==> src/rtl/idma_mc_pkg.sv <==
// Shared types and helpers for the multi-channel iDMA job scheduler.
package idma_mc_pkg;

  // Completion counter type; wraps naturally at 2^32-1 -> 0.
  typedef logic [31:0] cnt_t;

  // Width of a channel ID (chan_id_t): clog2 of the channel count, never below 1.
  function automatic int unsigned chan_id_width(input int unsigned num_channels);
    return (num_channels > 1) ? $clog2(num_channels) : 1;
  endfunction

endpackage

==> src/rtl/idma_mc_rr_arb.sv <==
// Channel arbiter with grant lock. Round-robin by default; building with
// IDMA_MC_STRICT_PRIO_EN selects fixed priority (lowest index wins, no pointer).
// Once valid_o is raised without ready_i the grant is frozen until the handshake.
module idma_mc_rr_arb
  import idma_mc_pkg::*;
#(
  parameter int unsigned NumChannels = 4,
  localparam int unsigned IdW = chan_id_width(NumChannels)
) (
  input  logic                   clk_i,
  input  logic                   rst_ni,
  input  logic [NumChannels-1:0] req_i,
  input  logic                   en_i,
  output logic                   valid_o,
  input  logic                   ready_i,
  output logic [IdW-1:0]         gnt_o
);

  logic           lock_q;
  logic [IdW-1:0] lock_idx_q;
  logic [IdW-1:0] pick;
  logic           hs;

  assign valid_o = en_i & (|req_i);
  assign gnt_o   = lock_q ? lock_idx_q : pick;
  assign hs      = valid_o & ready_i;

`ifdef IDMA_MC_STRICT_PRIO_EN
  // Fixed priority: scan downwards so the lowest requesting index is kept.
  always_comb begin
    pick = '0;
    for (int i = NumChannels - 1; i >= 0; i--) begin
      if (req_i[i]) pick = IdW'(i);
    end
  end
`else
  logic [IdW-1:0] rr_ptr_q;

  // Round-robin: first requester at or after the pointer wins.
  always_comb begin
    logic           found;
    logic [IdW-1:0] idx;
    pick  = '0;
    found = 1'b0;
    idx   = '0;
    for (int i = 0; i < NumChannels; i++) begin
      idx = IdW'((int'(rr_ptr_q) + i) % NumChannels);
      if (!found && req_i[idx]) begin
        found = 1'b1;
        pick  = idx;
      end
    end
  end

  // Pointer moves to the channel after the granted one, only on a handshake.
  always_ff @(posedge clk_i or negedge rst_ni) begin
    if (!rst_ni) begin
      rr_ptr_q <= '0;
    end else if (hs) begin
      rr_ptr_q <= (gnt_o == IdW'(NumChannels - 1)) ? '0 : gnt_o + 1'b1;
    end
  end
`endif

  // Freeze the current grant while an offered job waits for the backend.
  always_ff @(posedge clk_i or negedge rst_ni) begin
    if (!rst_ni) begin
      lock_q     <= 1'b0;
      lock_idx_q <= '0;
    end else begin
      lock_q <= valid_o & ~ready_i;
      if (valid_o & ~ready_i) lock_idx_q <= gnt_o;
    end
  end

endmodule

==> src/rtl/stream_fifo.sv <==
// Non-fall-through valid/ready FIFO: data pushed in cycle t is visible at data_o
// from t+1. Handshake: a transfer happens on a side exactly when valid and ready
// are both high on a rising clock edge; valid never depends on ready.
module stream_fifo #(
  parameter int unsigned DEPTH = 2,
  parameter type T = logic
) (
  input  logic clk_i,
  input  logic rst_ni,
  input  T     data_i,
  input  logic valid_i,
  output logic ready_o,
  output T     data_o,
  output logic valid_o,
  input  logic ready_i
);

  localparam int unsigned PtrW = (DEPTH > 1) ? $clog2(DEPTH) : 1;
  localparam int unsigned CntW = $clog2(DEPTH + 1);

  T                mem_q [DEPTH];
  logic [PtrW-1:0] rd_ptr_q, wr_ptr_q;
  logic [CntW-1:0] cnt_q;
  logic            push, pop;

  function automatic logic [PtrW-1:0] ptr_inc(input logic [PtrW-1:0] p);
    return (p == PtrW'(DEPTH - 1)) ? '0 : p + 1'b1;
  endfunction

  assign ready_o = (cnt_q != CntW'(DEPTH));
  assign valid_o = (cnt_q != '0);
  assign data_o  = mem_q[rd_ptr_q];
  assign push    = valid_i & ready_o;
  assign pop     = valid_o & ready_i;

  // Pointer and occupancy bookkeeping; push and pop in one cycle keep the count.
  always_ff @(posedge clk_i or negedge rst_ni) begin
    if (!rst_ni) begin
      rd_ptr_q <= '0;
      wr_ptr_q <= '0;
      cnt_q    <= '0;
    end else begin
      if (push) wr_ptr_q <= ptr_inc(wr_ptr_q);
      if (pop)  rd_ptr_q <= ptr_inc(rd_ptr_q);
      cnt_q <= cnt_q + CntW'(push) - CntW'(pop);
    end
  end

  // Storage array; contents are meaningless while the entry is not occupied.
  always_ff @(posedge clk_i) begin
    if (push) mem_q[wr_ptr_q] <= data_i;
  end

endmodule

==> src/rtl/idma_mc_job_sched.sv <==
// Multi-channel iDMA job scheduler: per-channel job FIFOs, arbitration onto one
// backend port, in-order tag tracking of outstanding jobs, per-channel completion
// pulse / counter / sticky IRQ. Optional build macro: IDMA_MC_STRICT_PRIO_EN
// (fixed-priority arbitration instead of round-robin).
// All valid/ready pairs: transfer on a rising edge with both high; valid never
// waits for ready, and an offered backend job stays stable until accepted.
module idma_mc_job_sched
  import idma_mc_pkg::*;
#(
  parameter int unsigned NumChannels    = 4,
  parameter int unsigned JobFifoDepth   = 2,
  parameter int unsigned MaxOutstanding = 4,
  parameter type         idma_req_t     = logic,
  parameter type         idma_rsp_t     = logic
) (
  input  logic                   clk_i,
  input  logic                   rst_ni,
  input  idma_req_t              chan_req_i [NumChannels],
  input  logic [NumChannels-1:0] chan_valid_i,
  output logic [NumChannels-1:0] chan_ready_o,
  output idma_req_t              be_req_o,
  output logic                   be_valid_o,
  input  logic                   be_ready_i,
  input  idma_rsp_t              be_rsp_i,
  input  logic                   be_rsp_valid_i,
  output logic                   be_rsp_ready_o,
  output logic [NumChannels-1:0] chan_done_o,
  output logic [NumChannels-1:0] chan_busy_o,
  output logic [NumChannels-1:0] irq_o,
  input  logic [NumChannels-1:0] irq_clr_i,
  output cnt_t                   done_cnt_o [NumChannels],
  output logic                   spurious_o
);

  localparam int unsigned IdW  = chan_id_width(NumChannels);
  localparam int unsigned OutW = $clog2(MaxOutstanding + 1);

  typedef logic [IdW-1:0] chan_id_t;

  idma_req_t              fifo_data [NumChannels];
  logic [NumChannels-1:0] fifo_valid, fifo_pop, cpl_vec, iss_vec;
  logic [OutW-1:0]        out_cnt_q [NumChannels];
  chan_id_t               gnt, tag_head;
  logic                   tag_ready, tag_valid, issue, cpl;
  logic                   unused_rsp;

  // Response payload carries nothing the scheduler needs.
  assign unused_rsp = ^be_rsp_i;

  for (genvar c = 0; c < NumChannels; c++) begin : g_chan
    assign iss_vec[c]     = issue & (gnt == chan_id_t'(c));
    assign cpl_vec[c]     = cpl & (tag_head == chan_id_t'(c));
    assign fifo_pop[c]    = iss_vec[c];
    assign chan_busy_o[c] = fifo_valid[c] | (out_cnt_q[c] != '0);

    stream_fifo #(
      .DEPTH (JobFifoDepth),
      .T     (idma_req_t)
    ) i_job_fifo (
      .clk_i   (clk_i),
      .rst_ni  (rst_ni),
      .data_i  (chan_req_i[c]),
      .valid_i (chan_valid_i[c]),
      .ready_o (chan_ready_o[c]),
      .data_o  (fifo_data[c]),
      .valid_o (fifo_valid[c]),
      .ready_i (fifo_pop[c])
    );
  end

  // A full tag FIFO means MaxOutstanding jobs in flight: stop offering.
  idma_mc_rr_arb #(
    .NumChannels (NumChannels)
  ) i_arb (
    .clk_i   (clk_i),
    .rst_ni  (rst_ni),
    .req_i   (fifo_valid),
    .en_i    (tag_ready),
    .valid_o (be_valid_o),
    .ready_i (be_ready_i),
    .gnt_o   (gnt)
  );

  assign be_req_o       = fifo_data[gnt];
  assign issue          = be_valid_o & be_ready_i;
  assign be_rsp_ready_o = tag_valid;
  assign cpl            = be_rsp_valid_i & tag_valid;

  // Backend completes in order, so the tag FIFO head names the finishing channel.
  stream_fifo #(
    .DEPTH (MaxOutstanding),
    .T     (chan_id_t)
  ) i_tag_fifo (
    .clk_i   (clk_i),
    .rst_ni  (rst_ni),
    .data_i  (gnt),
    .valid_i (issue),
    .ready_o (tag_ready),
    .data_o  (tag_head),
    .valid_o (tag_valid),
    .ready_i (be_rsp_valid_i)
  );

  // Per-channel in-flight count, used only to derive chan_busy_o.
  always_ff @(posedge clk_i or negedge rst_ni) begin
    if (!rst_ni) begin
      for (int c = 0; c < NumChannels; c++) out_cnt_q[c] <= '0;
    end else begin
      for (int c = 0; c < NumChannels; c++) begin
        if (iss_vec[c] && !cpl_vec[c])      out_cnt_q[c] <= out_cnt_q[c] + 1'b1;
        else if (cpl_vec[c] && !iss_vec[c]) out_cnt_q[c] <= out_cnt_q[c] - 1'b1;
      end
    end
  end

  // Completion side effects: done pulse, counter, sticky IRQ (set beats clear), spurious flag.
  always_ff @(posedge clk_i or negedge rst_ni) begin
    if (!rst_ni) begin
      chan_done_o <= '0;
      irq_o       <= '0;
      spurious_o  <= 1'b0;
      for (int c = 0; c < NumChannels; c++) done_cnt_o[c] <= '0;
    end else begin
      chan_done_o <= cpl_vec;
      irq_o       <= cpl_vec | (irq_o & ~irq_clr_i);
      spurious_o  <= spurious_o | (be_rsp_valid_i & ~tag_valid);
      for (int c = 0; c < NumChannels; c++) begin
        if (cpl_vec[c]) done_cnt_o[c] <= done_cnt_o[c] + 32'd1;
      end
    end
  end

endmodule
==> config.mk <==
export PLATFORM = sky130hd
export DESIGN_NAME = idma_mc_job_sched
export DESIGN_NICKNAME = d
export VERILOG_FILES = /design/src/rtl/idma_mc_pkg.sv /design/src/rtl/idma_mc_rr_arb.sv /design/src/rtl/stream_fifo.sv /design/src/rtl/idma_mc_job_sched.sv
export SDC_FILE = /design/constraint.sdc
export NUM_CORES = 1
export LEC_CHECK = 0
export BUFFER_PORTS_ARGS = -buffer_cell sky130_fd_sc_hd__buf_2
export CAP_MARGIN = 15
export CELL_PAD_IN_SITES_DETAIL_PLACEMENT = 1
export CELL_PAD_IN_SITES_GLOBAL_PLACEMENT = 1
export CORE_ASPECT_RATIO = 1.75
export CORE_MARGIN = 4
export CORE_UTILIZATION = 44
export DETAILED_ROUTE_END_ITERATION = 12
export PLACE_DENSITY_LB_ADDON = 0.1
export SYNTH_ARGS = -nofsm -noshare
export SYNTH_HDL_FRONTEND = slang
export SYNTH_SLANG_ARGS = --single-unit
export TNS_END_PERCENT = 5
==> constraint.sdc <==
create_clock -name clk_i -period 4.2 [get_ports clk_i]
set_clock_uncertainty 0.1 [all_clocks]
set_input_delay 0.63 -clock clk_i [delete_from_list [all_inputs] [get_ports clk_i]]
set_output_delay 0.63 -clock clk_i [all_outputs]
set_load 0.02 [all_outputs]
==> impl_metrics.csv, run 1 <==
group,metric,value,unit
outcome,status,"complete, no violations",
pwr,power_density,573,mW/mm^2
finish,final_cell_area,0.0106,sq mm
floorplanning,die_w,116,um
synth,synth_warnings,0,
setup_path,crit_chain,"or2_2, o21ai_0, a22oi_1, o31ai_1, inv_1, ha_1, and3_1, and2_1, ha_1, inv_1, ha_1, xnor2_1, xnor2_1",
pwr,clkPwrFrac,26.6,%
grt,antenna_found_initial,0,
pwr,p_leak,5.31,nW
worst_hold_path,min_path_type,"in -> async",
setup_path,critPathBufInv,2,
synth,synth_area_leaders,"dfrtp_1 49%, xnor2_1 11%, edfxtp_1 5.3%",
sta,report.final.slew_viol_count,0,
synth,synth_top_area_cell,"dfrtp_1",
run,drv_cap,0,
sta,fmaxAchievable,276,MHz
clock_tree,cts_buffers,17,
synth,ys_types,50,
floorplanning,num_io_pins,165,
clock_tree,clkLatencyLatePin,430,ps
floorplanning,start_util,44.6,%
setup_path,regToRegSetupSlack,570,ps
sta,tns,0,ps
synth,netlist_area,0.00901,sq mm
placed_design,place.gp.congestion,0.840,
clock_tree,cts.repair.resized,0,
floorplanning,fp.dieH,197,um
sta,rsz0062_at_grt,"no",
finish,drive_gt1_share,22.9,%
placed_design,dp_hpwl,16.4,mm
setup_path,arrival,3870,ps
pwr,sw_frac_of_total,34.6,%
setup_path,crit_family,"compound AO/OA/AOI/OAI gates",
synth,synth_fp_nets,835,
pwr,power_frac_comb,30.4,%
grt,grt_max_degree,106,
sta,fin_crit_sh,86.4,%
synth,synth_edf_count,16,
synth,syn_area_per_cell,11.5,sq um
drt,route.detailed.drc,0,
setup_path,critPathMaxStageDelay,780,ps
finish,area_growth,18.1,%
sta,relSlewSlack,35.3,%
synth,yosys.area.top_type_share,49.2,%
grt,grt_pass1_wl,36.4,mm
sta,tightest_slew,970,ps
drt,antenna_left,0,
finish,final_nets,1004,
setup_path,end_kind,"register",
drt,wl_per_cell,17.9,um
clock_tree,postCtsSetupBuffers,0,
clock_tree,clk_pin_slew,70,ps
synth,synth_flop_cell,"dfrtp_1",
grt,grt_usage,20.0,%
pwr,netSwitchingPower,2.11,mW
sta,hold_viol_final,0,
clock_tree,root_buffer,"clkbuf_16",
setup_path,cpMostUsedCell,"ha_1",
placed_design,portBuffers,163,
drt,vias,6456,
grt,grt_pass1_vias,7208,
finish,diodes,0,
floorplanning,coreArea,0.0202,sq mm
clock_tree,cts_sinks,193,
drt,drtIter0Drc,302,
setup_path,critPathMaxFanout,8,
clock_tree,clock_path_buffers,2,
floorplanning,die-area,0.0229,sq mm
pwr,power.internal,3.99,mW
sta,period_needed,3630,ps
setup_path,critPathRequiredTime,4440,ps
synth,seq_area_frac_synth,54.5,%
setup_path,critPathSlowestCell,"o31ai_1",
clock_tree,tritoncts,"done",
drt,wl,21.8,mm
synth,ys_async_sr_fraction,91.7,%
pwr,ir_worst_vdd,0.385,mV
synth,netlist_instances,786,
setup_path,critPathKind,"reg -> reg",
drt,via_per_inst,5.31,
sta,setup_viol,0,
clock_tree,holdBufCountCts,0,
drt,firstDrtPassIters,4,
pwr,seqPwrFrac,43.0,%
setup_path,startpoint_type,"register",
synth,synth_seq_cells,193,
grt,grt-ovfl-total,0,
placed_design,place_area,0.0101,sq mm
clock_tree,htreeDepth,4,
floorplanning,rows,69,
## layer usage
layer	global-route usage [%]	vias to the layer above	part of all wire (%)
met5	0	-	0
met4	6.06	0	1.7
met3	3.53	23	3.8
met2	37.9	131	57
met1	22.4	3290	37
li1	-	3012	-
## through the flow
stage                     setup slack, ps  hold WS, ps  instances  util [%]  power (mW)
after floorplan                      1130          234        786         -        3.94
after global placement                702          347       1184      49.8        4.37
after detailed placement              572          351       1184      49.8        4.55
after CTS                             530          256       1216      52.6        6.20
after global routing                  199          265       1216      52.6        6.51
final                                 572          198       1216      52.6        6.09
## registers in the layout, indices dropped and copies added (netlist names), 2 cells and up
| signal | flops |
|---|---|
| done_cnt_o | 128 |
| out_cnt_q | 12 |
| g_chan.i_job_fifo.cnt_q | 8 |
| g_chan.i_job_fifo.mem_q | 8 |
| i_tag_fifo.mem_q | 8 |
| chan_done_o | 4 |
| g_chan.i_job_fifo.rd_ptr_q | 4 |
| g_chan.i_job_fifo.wr_ptr_q | 4 |
| irq_o | 4 |
| i_tag_fifo.cnt_q | 3 |
| i_arb.lock_idx_q | 2 |
| i_arb.rr_ptr_q | 2 |
| i_tag_fifo.rd_ptr_q | 2 |
| i_tag_fifo.wr_ptr_q | 2 |
## power by group through the flow
stage	clock, mW	sequential (mW)	combinational (mW)
final	1.62	2.62	1.85
after global routing	1.74	2.68	2.09
after CTS	1.67	2.63	1.91
after detailed placement	0	2.66	1.89
after global placement	0	2.62	1.75
after floorplan	0	2.69	1.24
## layout make-up
cell class,count,area [sq um]
clock inverter,5,77.6
fill,2226,9570
sequential,193,4910
tap,248,310
timing repair buffer,168,860
clock buffer,27,503
multi-input combinational,526,3790
inverter,49,184
## synthesized netlist by cell type, types with 6 or more instances
library cell  number
xnor2_1          108
nor4_1            10
ha_1              27
and2_1             9
nor3_1            23
and3_1            30
edfxtp_1          16
nor2_1            36
mux2i_1            6
mux2_2            10
inv_1             47
buf_4              7
nand2_1           66
dfrtp_1          177
xor2_1            46
o21ai_0           11
nand3_1           49
nand4_1           38
and4_1            15
## placed cells by master, fill, tap and decap left out, drive strengths merged, types with 16 or more instances in the layout
master and count:
xor2 46, nand2 66, edfxtp 16, nand4 38
and4 17, nand3 50, buf 168, clkbuf 27
and3 30, dfrtp 177, nor3 25, ha 27
nor2 36, xnor2 108, inv 49
## cell families (layout without fill, tap and decap cells)
logic type               Yosys count  after routing  share of synthesized area, %
AND/OR/NAND/NOR                  298            298                          18.0
flip-flops                       193            193                          54.5
XOR/XNOR                         154            154                          15.0
buffers and inverters             67            249                          3.39
adder cells (fa/ha/maj)           32             32                          4.86
AO/OA/AOI/OAI                     24             24                          1.78
multiplexers                      18             18                          2.46
## final timing paths
check,start,endpoint,cells after the start
setup / recovery,g_chan[0].i_job_fifo.cnt_q[1]$_DFF_PN0_,g_chan[1].i_job_fifo.cnt_q[1]$_DFF_PN0_,13
hold / removal,rst_ni,done_cnt_o[119]$_DFFE_PN0P_,1
setup reg to reg,g_chan[0].i_job_fifo.cnt_q[1]$_DFF_PN0_,g_chan[1].i_job_fifo.cnt_q[1]$_DFF_PN0_,13
hold reg to reg,done_cnt_o[127]$_DFFE_PN0P_,done_cnt_o[127]$_DFFE_PN0P_,1
max in group asynchronous,rst_ni,done_cnt_o[68]$_DFFE_PN0P_,2
min in group clk_i,irq_clr_i[0],irq_o[0]$_DFF_PN0_,2
Note: power is estimated with default switching activity, not from simulation.
==> run 2, diff against run 1 <==
--- a/config.mk
+++ b/config.mk
@@ -5,14 +5,14 @@
 export SDC_FILE = /design/constraint.sdc
 export NUM_CORES = 1
 export LEC_CHECK = 0
-export BUFFER_PORTS_ARGS = -buffer_cell sky130_fd_sc_hd__buf_2
 export CAP_MARGIN = 15
 export CELL_PAD_IN_SITES_DETAIL_PLACEMENT = 1
 export CELL_PAD_IN_SITES_GLOBAL_PLACEMENT = 1
 export CORE_ASPECT_RATIO = 1.75
 export CORE_MARGIN = 4
-export CORE_UTILIZATION = 44
+export CORE_UTILIZATION = 50
 export DETAILED_ROUTE_END_ITERATION = 12
+export DONT_BUFFER_PORTS = 1
 export PLACE_DENSITY_LB_ADDON = 0.1
 export SYNTH_ARGS = -nofsm -noshare
 export SYNTH_HDL_FRONTEND = slang
==> run 2 against run 1 <==
The run now ends with hold timing left. Largest cell class unchanged. Non-clock buffer count is 164 lower. Count of clock-buffer cells in the layout is 8 lower. Critical path depth stayed put. Total power is 2.9% lower. Highest routed layer unchanged.
==> impl_metrics.csv, run 2 (synthesis gave the netlist of run 1 again) <==
group,metric,value,unit
floorplanning,start_util,51.1,%
grt,grt_max_degree,178,
sta,hold_ws,-207,ps
sta,setup_viol,0,
floorplanning,rows,64,
placed_design,pre_cts_ws,513,ps
floorplanning,die-area,0.0203,sq mm
floorplanning,fp.dieH,186,um
sta,fmaxAchievable,266,MHz
drt,route.detailed.drc,0,
pwr,ir_worst_vdd,0.326,mV
run,drv_cap,0,
grt,antenna_found_initial,0,
sta,tns,0,ps
sta,report.final.slew_viol_count,0,
sta,hold_viol_final,177,
grt,grt_usage,21.1,%
sta,tightest_slew,1030,ps
sta,period_needed,3760,ps
sta,rsz0062_at_grt,"no",
setup_path,reg2reg_from,"g_chan[0].i_job_fifo.cnt_q[1]$_DFF_PN0_",
drt,via_per_inst,5.65,
finish,final_common_cell,"dfrtp_1",
clock_tree,clock_path_buffers,2,
drt,wl,20.4,mm
outcome,status,"finished with violations",
grt,grt_pass1_wl,33.8,mm
clock_tree,clkLatencyLatePin,430,ps
drt,wl_per_cell,19.7,um
setup_path,critPathRequiredTime,4460,ps
finish,diodes,0,
floorplanning,coreArea,0.0176,sq mm
clock_tree,cts.repair.resized,0,
grt,grt_pass1_vias,6583,
finish,final_nets,840,
finish,reg_top3,"done_cnt_o x128, out_cnt_q x12",
sta,relSlewSlack,30.8,%
sta,setup_ws,442,ps
sta,fin_crit_sh,89.5,%
finish,largest_register_ffs,128,
setup_path,critPathKind,"reg -> reg",
finish,largest_register,"done_cnt_o",
placed_design,dp_hpwl,15.1,mm
clock_tree,tritoncts,"done",
placed_design,place.gp.congestion,0.791,
setup_path,critPathMaxFanout,8,
clock_tree,cts_buffers,17,
clock_tree,postCtsSetupBuffers,0,
pwr,p_leak,4.50,nW
floorplanning,num_io_pins,165,
floorplanning,die_w,109,um
finish,final_cell_mix,"177 x dfrtp_1, 108 x xnor2_1, 66 x nand2_1",
setup_path,arrival,4010,ps
drt,firstDrtPassIters,4,
grt,grt-ovfl-total,0,
drt,vias,5849,
finish,drive_gt1_share,7.96,%
setup_path,startpoint_type,"register",
drt,antenna_left,0,
clock_tree,htreeDepth,4,
placed_design,portBuffers,0,
setup_path,end_kind,"register",
clock_tree,clk_pin_slew,80,ps
worst_hold_path,min_path_type,"in -> async",
setup_path,crit_start,"g_chan[0].i_job_fifo.cnt_q[1]$_DFF_PN0_",
pwr,power_density,605,mW/mm^2
outcome,violations,"hold timing",
drt,drtIter0Drc,231,
clock_tree,root_buffer,"clkbuf_16",
clock_tree,cts_sinks,193,
finish,area_growth,8.61,%
-- run 2: worst max-delay path: stages (launching register included) --
cell	delay, ps
dfrtp_1	440
or2_2	340
o21ai_0	110
a22oi_1	170
o31ai_1	890
inv_1	180
ha_1	230
and3_1	190
and2_1	190
ha_1	280
inv_1	40
ha_1	180
xnor2_1	200
xnor2_1	140
-- run 2: area by class of cell --
| type | count | area [sq um] |
|---|---|---|
| Clock inverter | 13 | 114 |
| Clock buffer | 19 | 464 |
| Tap cell | 231 | 289 |
| Fill cell | 1849 | 7840 |
| Inverter | 49 | 184 |
| Timing Repair Buffer | 4 | 30.0 |
| Sequential cell | 193 | 4910 |
| Multi-Input combinational cell | 526 | 3790 |
-- run 2: final timing paths --
path / cells past startpoint / slack [ps] / to
worst min-delay path: 0 / -210 / done_cnt_o[119]$_DFFE_PN0P_
min in group clk_i: 1 / 180 / irq_o[2]$_DFF_PN0_
max in group asynchronous: 0 / 3980 / done_cnt_o[71]$_DFFE_PN0P_
worst max-delay path: 13 / 440 / g_chan[1].i_job_fifo.cnt_q[1]$_DFF_PN0_
worst max register to register: 13 / 440 / g_chan[1].i_job_fifo.cnt_q[1]$_DFF_PN0_
worst min register to register: 1 / 370 / out_cnt_q[5]$_DFFE_PN0P_
-- run 2: through the flow --
stage / cells / power (mW) / area [sq um] / utilization [%]
3_5_place_dp: 1003 / 4.39 / 9200 / 52.2
3_3_place_gp: 1003 / 4.22 / 9200 / 52.2
5_1_grt: 1035 / 6.31 / 9780 / 55.5
2_1_floorplan: 786 / 3.94 / 9010 / -
6_report: 1035 / 5.91 / 9780 / 55.5
4_1_cts: 1035 / 6.01 / 9780 / 55.5
-- run 2: where the power goes --
part | switching, mW | internal, mW | total (mW)
clock | 0.761 | 0.832 | 1.59
sequential | 0.517 | 2.26 | 2.78
combinational | 0.850 | 0.692 | 1.54
-- run 2: layer usage --
metal | share of wire (%) | up-vias | global-route usage [%]
met1 | 35 | 2994 | 22.4
met5 | 0 | - | 0
met2 | 57 | 134 | 39.1
li1 | - | 2687 | -
met4 | 2.3 | 0 | 8.09
met3 | 5.9 | 34 | 5.45
